[src/rtl/bcd_pkg.sv]
// rtl/bcd_pkg.sv - shared BCD digit width, constants and digit type
package bcd_pkg;
  localparam int BCD_W = 4;
  localparam logic [BCD_W-1:0] BCD_ZERO = 4'd0;
  localparam logic [BCD_W-1:0] BCD_NINE = 4'd9;
  typedef logic [BCD_W-1:0] bcd_digit_t;
endpackage

[src/rtl/bcd_digit.sv]
// rtl/bcd_digit.sv - one BCD digit stage, up/down with terminal-count flag
module bcd_digit
  import bcd_pkg::*;
(
  input  logic       clk,
  input  logic       reset,
  input  logic       step_in,
  input  logic       clr,
  input  logic       down,
  output bcd_digit_t q,
  output logic       tc
);
  bcd_digit_t q_q, q_d;

  always_comb begin
    q_d = q_q;
    if (clr) begin
      q_d = BCD_ZERO;
    end else if (step_in) begin
      if (down) begin
        q_d = (q_q == BCD_ZERO) ? BCD_NINE : q_q - 4'd1;
      end else begin
        q_d = (q_q == BCD_NINE) ? BCD_ZERO : q_q + 4'd1;
      end
    end
  end

  always_ff @(posedge clk or posedge reset) begin
    if (reset) begin
      q_q <= BCD_ZERO;
    end else begin
      q_q <= q_d;
    end
  end

  assign q  = q_q;
  assign tc = down ? (q_q == BCD_ZERO) : (q_q == BCD_NINE);
endmodule

[src/rtl/bcd_count_chain.sv]
// rtl/bcd_count_chain.sv - cascaded BCD counter with held copy, carry and sticky ovf
// Optional down-count mode (and the down port) enabled by BCD_UPDOWN_EN.
module bcd_count_chain
  import bcd_pkg::*;
#(
  parameter int DIGITS = 4
) (
  input  logic                    clk,
  input  logic                    reset,
  input  logic                    en,
  input  logic                    clr,
  input  logic                    latch,
`ifdef BCD_UPDOWN_EN
  input  logic                    down,
`endif
  output logic [BCD_W*DIGITS-1:0] count,
  output logic [BCD_W*DIGITS-1:0] held,
  output logic                    carry,
  output logic                    ovf
);
  logic                    dir_down;
  logic [DIGITS-1:0]       step;
  logic [DIGITS-1:0]       tc;
  logic                    wrap;
  logic [BCD_W*DIGITS-1:0] held_q, held_d;
  logic                    ovf_q, ovf_d;

`ifdef BCD_UPDOWN_EN
  assign dir_down = down;
`else
  assign dir_down = 1'b0;
`endif

  // Digit k steps only when every lower digit is at its terminal value.
  genvar k;
  generate
    for (k = 0; k < DIGITS; k++) begin : g_digit
      if (k == 0) begin : g_first
        assign step[k] = en;
      end else begin : g_rest
        assign step[k] = step[k-1] & tc[k-1];
      end
      bcd_digit u_digit (
        .clk     (clk),
        .reset   (reset),
        .step_in (step[k]),
        .clr     (clr),
        .down    (dir_down),
        .q       (count[BCD_W*k +: BCD_W]),
        .tc      (tc[k])
      );
    end
  endgenerate

  assign wrap  = step[DIGITS-1] & tc[DIGITS-1];
  assign carry = wrap & ~clr & ~reset;

  always_comb begin
    held_d = latch ? count : held_q;
    ovf_d  = ovf_q;
    if (clr) begin
      ovf_d = 1'b0;
    end else if (wrap) begin
      ovf_d = 1'b1;
    end
  end

  always_ff @(posedge clk or posedge reset) begin
    if (reset) begin
      held_q <= '0;
      ovf_q  <= 1'b0;
    end else begin
      held_q <= held_d;
      ovf_q  <= ovf_d;
    end
  end

  assign held = held_q;
  assign ovf  = ovf_q;
endmodule

[config.mk]
export PLATFORM = sky130hd
export DESIGN_NAME = bcd_count_chain
export DESIGN_NICKNAME = d
export VERILOG_FILES = /design/src/rtl/bcd_pkg.sv /design/src/rtl/bcd_digit.sv /design/src/rtl/bcd_count_chain.sv
export SDC_FILE = /design/constraint.sdc
export NUM_CORES = 1
export LEC_CHECK = 0
export BUFFER_PORTS_ARGS = -buffer_cell sky130_fd_sc_hd__buf_2
export CAP_MARGIN = 5
export CORE_MARGIN = 10
export CORE_UTILIZATION = 56
export DETAILED_ROUTE_END_ITERATION = 10
export MAX_ROUTING_LAYER = met4
export PLACE_DENSITY = 0.93
export SYNTH_ARGS = -nofsm -noshare
export SYNTH_HDL_FRONTEND = slang
export SYNTH_SLANG_ARGS = --single-unit
[constraint.sdc]
create_clock -name clk -period 4.2 [get_ports clk]
set_input_delay 0.21 -clock clk [delete_from_list [all_inputs] [get_ports clk]]
set_output_delay 0.21 -clock clk [all_outputs]
set_load 0.03 [all_outputs]
==> qor.yml <==
run_status:
  status: "finished clean"
floorplan:
  start_util_pct: 58.85
  die_y_microns: 73.83
  die_x_microns: 73.83
  ioPinCount: 39
  dieArea_sq_um: 5451
  core.rowCount: 19
  core_sq_um: 2758
placed_design:
  numPortBuffers: 38
  place_area_sq_um: 1805
  gp_congestion: 0.8441
  hpwl_microns: 2489
yosys:
  yosysUniqueCellTypes: 34
  yosys.area.top_type: "dfrtp_1"
  ys.flop_type: "dfrtp_1"
  ys_async_sr_fraction_pct: 100.0
  syn_avg_cell_area_sq_um: 11.04
  synth-edff-count: 0
  yosys-top-cells-area: "dfrtp_1, mux2_2, ha_1, a21oi_1, nor2_1"
  synth_nets: 160
  synth-seq-cells: 33
  synth.top_cell.area_share_pct: 50.89
  ys_seq_area_share_pct: 50.89
  ys_warn_count: 0
  syn_inst: 147
  synth_area_sq_um: 1623
global_route:
  overflow: 0
  track_usage_pct: 13.77
  grt_pass1_vias: 1257
  grt_first_pass_wirelength_microns: 5706
  antenna_found_initial: 0
  grt_max_degree: 34
critical_path:
  rr_worst_depth: 6
  slowest_delay_ns: 0.44
  r2r_start: "g_digit[0].u_digit.q[1]"
  cpMaxStageDelayCell: "dfrtp_1"
  start_kind: "flop"
  reg2reg_setup_slack_ns: 2.23
  cp.required_ns: 3.99
  cp_max_fo: 6
  startpoint: "g_digit[0].u_digit.q[1]"
  path_buf_inv: 2
  critPathKind: "flop to output pin"
  cp-end-kind: "output pin"
  worstPathArrival_ns: 2.12
  crit_family: "simple AND/OR/NAND/NOR gates"
  crit_chain: "inv_1 -> ha_1 -> and4b_1 -> and2_2 -> nand3_1 -> nor3_1 -> buf_2"
  r2r_end: "g_digit[3].u_digit.q[3]"
routing:
  wl_met3_microns: 348
  vias_per_cell: 5.636
  dr_wl_met2_microns: 1533
  drc: 0
  dr.max_layer_used: "met4"
  routed_wl_microns: 3384
  drtAntennaViolNets: 0
  num_vias: 1223
  drtPass1Iterations: 4
  wl_met1_microns: 1439
  drt_iter0_drc: 49
  post_drt_wl_per_cell_microns: 15.59
clocking:
  tritoncts: "yes"
  cts_resized: 0
  cts.clk_slew.worst_paths_ns: 0.09
  ctsHoldBuffers: 1
  clock_path_buffers: 2
  postCtsSetupRepairBufs: 0
  htree_levels: 2
  cts_buffers: 5
  clock-sinks: 33
  clkLatencyLatePin_ns: 0.33
  root_buffer: "clkbuf_4"
timing:
  fin_skew_ns: 0.003370
  tns_ns: 0
  slew_headroom_pct: 72.95
  hold_viol: 0
  setup_viol_count_final: 0
  slew_violations: 0
  max_freq_mhz: 428.8
  rsz0062_at_grt: "false"
  fin_hold_ws_ns: 0.2469
  period_needed_ns: 2.332
  period_share_pct: 55.53
  worst_pin_slew_ns: 0.4057
finish:
  drive_gt1_share_pct: 36.56
  syn_to_final_growth_pct: 15.27
  finish.utilization_pct: 67.83
  diodes: 0
  nets: 199
  design_area_sq_um: 1871
worst_hold_path:
  hold_depth: 2
  holdPathEnd: "g_digit[0].u_digit.q[2]"
  hold_path.class: "input port to flop"
  min_from: "clr"
power:
  p_leak_nw: 0.9902
  irDropWorstVdd_mv: 0.2742
  power_density_nw_per_um2: 289.8
run:
  max_cap_violations: 0
final cells by class:
class	count	area, sq um
clock buffers	7	55.05
fillers	212	887.1
inverters	6	22.52
multi-input cells	100	720.7
flip-flops and latches	33	825.8
well taps	31	38.79
repair buffers	40	207.7
worst reg2reg max path: stages (launching register included):
cell,delay (ns)
dfrtp_1,0.44
inv_1,0.10
ha_1,0.20
and4b_1,0.35
nand3_4,0.13
or4b_1,0.51
a31oi_1,0.18
cell usage after synthesis, types with 2 or more instances:
master,number
ha_1,8
mux2i_1,3
mux2_2,18
a21oi_1,12
o21ai_0,6
buf_6,2
clkbuf_1,2
or3_1,2
dfrtp_1,33
nand3_1,4
nand2_1,10
nor3_1,4
nor2_1,16
inv_1,6
buf_4,2
metal layers:
layer  GRT usage, %  vias to the layer above
met5              -                        -
met4          5.797                        0
met3          6.864                        7
li1               -                      589
met1          14.77                      587
met2          21.12                       40
flip-flops by register name (all words and copies together) (netlist names):
name               cells
ovf                    1
g_digit.u_digit.q     16
held                  16
cells by family (layout without fill, tap and decap cells):
kind of cell / count (synthesis) / after routing / synth area share [%]
AOI/OAI and AO/OA: 24 / 24 / 8.482
and+or+nand+nor: 47 / 47 / 15.42
muxes: 21 / 21 / 14.34
buffers and inverters: 14 / 53 / 4.702
DFF: 33 / 33 / 50.89
adders and majority gates: 8 / 8 / 6.168
report_power, final:
| group | internal (mW) | switching, mW | leakage [nW] |
|---|---|---|---|
| sequential | 0.321 | 0.00377 | 0.458 |
| combinational | 0.0130 | 0.0257 | 0.501 |
| clock | 0.0789 | 0.0996 | 0.0314 |
| total | 0.413 | 0.129 | 0.990 |
worst max path at each step:
| stage | to | depth (start not counted) |
|---|---|---|
| finish | carry | 7 |
| global route | carry | 7 |
| CTS | carry | 7 |
| detailed placement | carry | 7 |
| global placement | carry | 7 |
| floorplan | carry | 7 |
placed cells by master, fill, tap and decap left out, types with 3 or more instances in the layout:
cell type,count
inv_1,6
buf_2,38
clkbuf_4,5
a21oi_1,12
nand3_1,4
nor3_1,4
mux2i_1,3
nand2_1,10
o21ai_0,6
nor2_1,16
ha_1,8
dfrtp_1,33
mux2_2,18
metrics by stage:
| step | cells | setup slack (ns) | power [mW] |
|---|---|---|---|
| CTS | 217 | 1.847 | 0.5490 |
| floorplan | 147 | 1.850 | 0.3580 |
| global route | 217 | 1.640 | 0.5625 |
| finish | 217 | 1.868 | 0.5420 |
| global placement | 209 | 2.297 | 0.3679 |
| detailed placement | 209 | 2.219 | 0.3698 |
No activity file was read; power rests on OpenSTA's default activity.
